===== config.mk =====
export PLATFORM = sky130hd
export DESIGN_NAME = uart_cmd_ctrl
export DESIGN_NICKNAME = d
export VERILOG_FILES = /design/src/rtl/uart_cmd_ctrl.sv
export SDC_FILE = /design/constraint.sdc
export NUM_CORES = 1
export LEC_CHECK = 0
export ABC_AREA = 1
export BUFFER_PORTS_ARGS = -buffer_cell sky130_fd_sc_hd__buf_2
export CAP_MARGIN = 25
export CORE_UTILIZATION = 55
export DETAILED_ROUTE_END_ITERATION = 8
export PLACE_DENSITY = 0.81
export SETUP_SLACK_MARGIN = 0.05
export SLEW_MARGIN = 5
export SYNTH_ARGS = -nofsm -noshare
export SYNTH_HDL_FRONTEND = slang
export SYNTH_SLANG_ARGS = --single-unit

===== constraint.sdc =====
create_clock -name clk -period 3.9 [get_ports clk]
set_clock_uncertainty 0.15 [all_clocks]
set_input_delay 0.39 -clock clk [delete_from_list [all_inputs] [get_ports clk]]
set_output_delay 0.39 -clock clk [all_outputs]
set_load 0.03 [all_outputs]

===== src/rtl/uart_cmd_ctrl.sv =====
`default_nettype none
// ============================================================================
// Module      : uart_cmd_ctrl
// Description : Assembles UART bytes into SDRAM read/write command frames,
//               issues one req/ack memory access per frame and streams the
//               response bytes back toward the UART transmitter.
//               Optional frame checksum: define UART_CMD_CHECKSUM_EN.
// Revision    : 1.0 - initial release
// ============================================================================
module uart_cmd_ctrl #(
    parameter int ADDR_BYTES  = 3,
    parameter int DATA_BYTES  = 2,
    parameter int TIMEOUT_CYC = 100000
) (
    input  logic                    clk,
    input  logic                    rst,
    input  logic [7:0]              rx_data,
    input  logic                    rx_valid,
    output logic                    mem_req,
    output logic                    mem_we,
    output logic [8*ADDR_BYTES-1:0] mem_addr,
    output logic [8*DATA_BYTES-1:0] mem_wdata,
    input  logic                    mem_ack,
    input  logic [8*DATA_BYTES-1:0] mem_rdata,
    output logic [7:0]              tx_data,
    output logic                    tx_valid,
    input  logic                    tx_ready,
    output logic                    busy,
    output logic                    err_timeout
);

    localparam int c_AW      = 8 * ADDR_BYTES;
    localparam int c_DW      = 8 * DATA_BYTES;
    localparam int c_CNT_MAX = (ADDR_BYTES > DATA_BYTES) ? ADDR_BYTES : DATA_BYTES;
    localparam int c_CNT_W   = $clog2(c_CNT_MAX + 1);
    localparam int c_TO_W    = $clog2(TIMEOUT_CYC + 1);

    localparam logic [c_CNT_W-1:0] c_ADDR_LAST = c_CNT_W'(ADDR_BYTES - 1);
    localparam logic [c_CNT_W-1:0] c_DATA_LAST = c_CNT_W'(DATA_BYTES - 1);
    localparam logic [c_TO_W-1:0]  c_TO_LAST   = c_TO_W'(TIMEOUT_CYC - 1);

    localparam logic [7:0] c_OP_WR   = 8'h57;
    localparam logic [7:0] c_OP_RD   = 8'h52;
    localparam logic [7:0] c_RSP_OK  = 8'h4B;
    localparam logic [7:0] c_RSP_BAD = 8'h3F;
`ifdef UART_CMD_CHECKSUM_EN
    localparam logic [7:0] c_RSP_CSUM = 8'h45;
`endif

    localparam logic [2:0] c_IDLE     = 3'd0;
    localparam logic [2:0] c_ADDR     = 3'd1;
    localparam logic [2:0] c_DATA     = 3'd2;
    localparam logic [2:0] c_CSUM     = 3'd3;
    localparam logic [2:0] c_MEM_REQ  = 3'd4;
    localparam logic [2:0] c_MEM_WAIT = 3'd5;
    localparam logic [2:0] c_RESP     = 3'd6;

    logic [2:0]         r_state;
    logic               r_rx_d;
    logic [c_CNT_W-1:0] r_cnt;
    logic [c_TO_W-1:0]  r_to;
    logic [c_DW-1:0]    r_resp;
`ifdef UART_CMD_CHECKSUM_EN
    logic [7:0]         r_csum;
`endif

    logic            w_acc;
    logic            w_in_frame;
    logic            w_expire;
    logic [c_AW-1:0] w_rx_addr;
    logic [c_DW-1:0] w_rx_data;

    assign w_acc      = rx_valid & ~r_rx_d;
    assign w_in_frame = (r_state == c_ADDR) || (r_state == c_DATA) || (r_state == c_CSUM);
    assign w_expire   = w_in_frame && !w_acc && (r_to == c_TO_LAST);
    assign w_rx_addr  = c_AW'(rx_data);
    assign w_rx_data  = c_DW'(rx_data);
    assign busy       = (r_state != c_IDLE);

    always_ff @(posedge clk) begin
        if (rst) begin
            r_state     <= c_IDLE;
            r_rx_d      <= 1'b1;
            r_cnt       <= '0;
            r_to        <= '0;
            r_resp      <= '0;
`ifdef UART_CMD_CHECKSUM_EN
            r_csum      <= '0;
`endif
            mem_req     <= 1'b0;
            mem_we      <= 1'b0;
            mem_addr    <= '0;
            mem_wdata   <= '0;
            tx_data     <= '0;
            tx_valid    <= 1'b0;
            err_timeout <= 1'b0;
        end else begin
            r_rx_d      <= rx_valid;
            err_timeout <= 1'b0;

            // A byte arriving on the expiry cycle restarts the count instead of aborting
            if (w_acc || !w_in_frame)
                r_to <= '0;
            else if (!w_expire)
                r_to <= r_to + 1'b1;

            if (w_expire) begin
                r_state     <= c_IDLE;
                err_timeout <= 1'b1;
            end else begin
                case (r_state)
                    c_IDLE: begin
                        if (w_acc) begin
                            if ((rx_data == c_OP_WR) || (rx_data == c_OP_RD)) begin
                                mem_we  <= (rx_data == c_OP_WR);
                                r_cnt   <= '0;
                                r_state <= c_ADDR;
`ifdef UART_CMD_CHECKSUM_EN
                                r_csum  <= rx_data;
`endif
                            end else begin
                                tx_data  <= c_RSP_BAD;
                                tx_valid <= 1'b1;
                                r_cnt    <= '0;
                                r_state  <= c_RESP;
                            end
                        end
                    end

                    c_ADDR: begin
                        if (w_acc) begin
                            mem_addr <= (mem_addr << 8) | w_rx_addr;
                            r_cnt    <= r_cnt + 1'b1;
`ifdef UART_CMD_CHECKSUM_EN
                            r_csum   <= r_csum ^ rx_data;
`endif
                            if (r_cnt == c_ADDR_LAST) begin
                                r_cnt <= '0;
                                if (mem_we) begin
                                    r_state <= c_DATA;
                                end else begin
`ifdef UART_CMD_CHECKSUM_EN
                                    r_state <= c_CSUM;
`else
                                    mem_req <= 1'b1;
                                    r_state <= c_MEM_REQ;
`endif
                                end
                            end
                        end
                    end

                    c_DATA: begin
                        if (w_acc) begin
                            mem_wdata <= (mem_wdata << 8) | w_rx_data;
                            r_cnt     <= r_cnt + 1'b1;
`ifdef UART_CMD_CHECKSUM_EN
                            r_csum    <= r_csum ^ rx_data;
`endif
                            if (r_cnt == c_DATA_LAST) begin
                                r_cnt <= '0;
`ifdef UART_CMD_CHECKSUM_EN
                                r_state <= c_CSUM;
`else
                                mem_req <= 1'b1;
                                r_state <= c_MEM_REQ;
`endif
                            end
                        end
                    end

`ifdef UART_CMD_CHECKSUM_EN
                    c_CSUM: begin
                        if (w_acc) begin
                            if (rx_data == r_csum) begin
                                mem_req <= 1'b1;
                                r_state <= c_MEM_REQ;
                            end else begin
                                tx_data  <= c_RSP_CSUM;
                                tx_valid <= 1'b1;
                                r_cnt    <= '0;
                                r_state  <= c_RESP;
                            end
                        end
                    end
`endif

                    c_MEM_REQ, c_MEM_WAIT: begin
                        r_state <= c_MEM_WAIT;
                        if (mem_ack) begin
                            mem_req  <= 1'b0;
                            tx_valid <= 1'b1;
                            r_state  <= c_RESP;
                            if (mem_we) begin
                                tx_data <= c_RSP_OK;
                                r_cnt   <= '0;
                            end else begin
                                // r_resp holds the bytes still queued behind tx_data
                                tx_data <= mem_rdata[c_DW-1 -: 8];
                                r_resp  <= mem_rdata << 8;
                                r_cnt   <= c_DATA_LAST;
                            end
                        end
                    end

                    c_RESP: begin
                        if (tx_valid && tx_ready) begin
                            if (r_cnt == '0) begin
                                tx_valid <= 1'b0;
                                r_state  <= c_IDLE;
                            end else begin
                                tx_data <= r_resp[c_DW-1 -: 8];
                                r_resp  <= r_resp << 8;
                                r_cnt   <= r_cnt - 1'b1;
                            end
                        end
                    end

                    default: r_state <= c_IDLE;
                endcase
            end
        end
    end

endmodule
`default_nettype wire


==> results.json <==
{
  "run_status": "complete, but fails checks",
  "violations": "design-rule violations",
  "final-hold-violation-count": 0,
  "netlist_instances": 549,
  "dr_total_vias": 3610,
  "critPathMaxFanout": 16,
  "final.setup.tns_ns": 0,
  "syn_nets": 584,
  "sequence_of_cells_on_the_critical_path": "inv_2 -> nor2_2 -> nand2_2 -> nand2_4 -> inv_2 -> nand2_2 -> nand3_2 -> nor2_4 -> nand2_1 -> nand2_1 -> nor2_1",
  "drt-wirelength-per-cell_um": 12.25,
  "worst_setup_path_end_kind": "flip-flop",
  "min_period_ns": 2.023,
  "cts_inserted_buffers": 9,
  "drc_errors_left": 2,
  "setup.worst_path.start_class": "flip-flop",
  "synthesis.area_per_instance_um2": 6.880,
  "antenna_found_initial": 0,
  "avgViaCountPerCell": 5.128,
  "io_pins": 82,
  "min_path_type": "input port to flip-flop",
  "area_growth_pct": 16.59,
  "grt_first_pass_wirelength_mm": 14.55,
  "drive_gt1_share_pct": 18.82,
  "critPathBufInv": 2,
  "vdd_drop_max_mv": 0.3062,
  "place.port_buffers": 81,
  "clock_tree.htree_level_count": 3,
  "globalRoute.totalOverflow": 0,
  "worst_r2r_path_depth": 11,
  "post_cts_resized": 0,
  "cts_hold_buf": 0,
  "clock-root-buffer": "clkbuf_8",
  "timing.hold.ws_ns": 0.08679,
  "synth_seq_area_share_pct": 43.99,
  "final.setup.worst_slack_ns": 1.877,
  "timing.critical_path.slowest_stage_cell": "dfxtp_1",
  "clk_latency_ns": 0.35,
  "cts_buffer_depth": 2,
  "detailedRoute.firstPassIterationCount": 7,
  "tritoncts": "built",
  "final_common_cell": "nor2_1",
  "mappedNetlistArea_um2": 3777,
  "synth.yosys.warnings": 0,
  "drt.antenna.violating_nets": 0,
  "max_freq_mhz": 494.4,
  "route.final.wire_length_mm": 8.622,
  "postSynthRegisterBits": 83,
  "critical_path_required_ns": 4.00,
  "power.density_cell_area_nw_per_um2": 567.4,
  "cp_top_family": "simple AND/OR/NAND/NOR gates",
  "logic_depth_of_the_worst_path_buffers_included": 11,
  "timing.critical_path.slowest_cell_delay_ns": 0.48,
  "final_cells": 704,
  "design.die.area_um2": 7204,
  "postPlaceCellArea_um2": 4188,
  "maximum_number_of_pins_on_one_net_before_global_route_repair": 62,
  "critical_path_arrival_ns": 2.12,
  "min_period_over_period_pct": 51.87,
  "row_count": 29,
  "fp.dieW_um": 84.88,
  "floorplan.initialDensity_pct": 58.16,
  "timing_worst_setup_path_type": "flip-flop to flip-flop",
  "globalplace.congestion": 0.8325,
  "timing.final.setup_violations": 0,
  "antennaDiodeCount": 0,
  "synth.distinct_cells": 30,
  "maxSlewViolCount": 0,
  "grt_pass1_vias": 3343,
  "maxCapViolCount": 0,
  "core_region_area_um2": 6495,
  "unrepaired_setup_endpoints_after_global_routing": "false",
  "numPlacedInstances": 688,
  "clock_sink_count": 83,
  "finish.instance_area_um2": 4404,
  "ff2ff_setup_slack_ns": 1.88,
  "most-common-layout-cells": "nor2_1 (124), nand2_1 (105), dfxtp_1 (83)",
  "drt_first_iter_violations": 173,
  "leakage_power_summed_over_all_cells_nw": 2.233,
  "place_hpwl_mm": 6.155,
  "grt.total_usage_pct": 25.03,
  "cts.repair_timing.setup_buffer_count": 0,
  "timing.max_slew.rel_slack_pct": 61.42,
  "worst_setup_hold_path_clk_slew_ns": 0.08,
  "holdPathStages": 2,
  "finish.net_count": 657,
  "worst_tran_pin_value_ns": 0.5781,
  "place_ws_ns": 1.731,
  "die_height_um": 84.88
}
[cell type report]
class | instances | area (um^2)
Multi-Input combinational cell | 385 | 1780
Clock buffer | 11 | 131.4
Timing Repair Buffer | 84 | 427.9
Clock inverter | 5 | 85.08
Tap cell | 77 | 96.34
Inverter | 59 | 221.5
Sequential cell | 83 | 1662
Fill cell | 604 | 2091
[cells by family after synthesis]
| group | Yosys count | share of synthesized area (%) |
|---|---|---|
| and+or+nand+nor | 272 | 30.21 |
| buffers and inverters | 81 | 8.877 |
| DFF | 83 | 43.99 |
| AOI/OAI and AO/OA | 103 | 14.01 |
| xor gates and xnor gates | 4 | 0.9276 |
| adders and majority gates | 6 | 1.987 |
[layer usage]
metal	track usage [%]	vias up	wire length [um]
met4	7.242	0	93
li1	-	1884	-
met3	8.074	13	582
met5	0	-	0
met2	43.39	108	4151
met1	29.81	1605	3795
[stage by stage]
step,util [%],total power [mW]
3_3_place_gp,64.48,1.796
5_1_grt,67.81,2.667
2_1_floorplan,-,1.683
6_report,67.81,2.499
3_5_place_dp,64.48,1.827
4_1_cts,67.81,2.503
[sequential cells by signal, indices dropped and copies added (netlist names), 2 cells and up]
register and count:
r_to 17, r_state 3, mem_wdata 16, r_cnt 2, tx_data 8, r_resp 8, mem_addr 24
[final timing paths]
kind,start,end
max,r_state[1],tx_data[1]
min,rst,r_cnt[1]
max reg2reg,r_state[1],tx_data[1]
min reg2reg,tx_data[7],tx_data[7]
[power breakdown]
part           internal (mW)  leakage [nW]  switching (mW)
sequential             0.943         0.672          0.0511
combinational          0.262          1.46           0.560
clock                  0.366         0.105           0.317
total                   1.57          2.23           0.928
[cells in the mapped netlist (all sizes together)]
library cell	instances	area share [%]
nor3	4	0.53
or2	5	0.83
o211ai	2	0.40
a31oi	5	0.83
nand2	109	11
nand3	17	2.6
a211oi	1	0.20
ha	6	2.0
o21ai	63	8.3
clkbuf	13	1.3
nand4	8	1.3
a21oi	32	4.2
nor2	128	13
inv	59	5.9
buf	9	1.7
xnor2	1	0.23
nand3b	1	0.53
xor2	3	0.70
dfxtp	83	44
(Power assumes the default switching activity.)
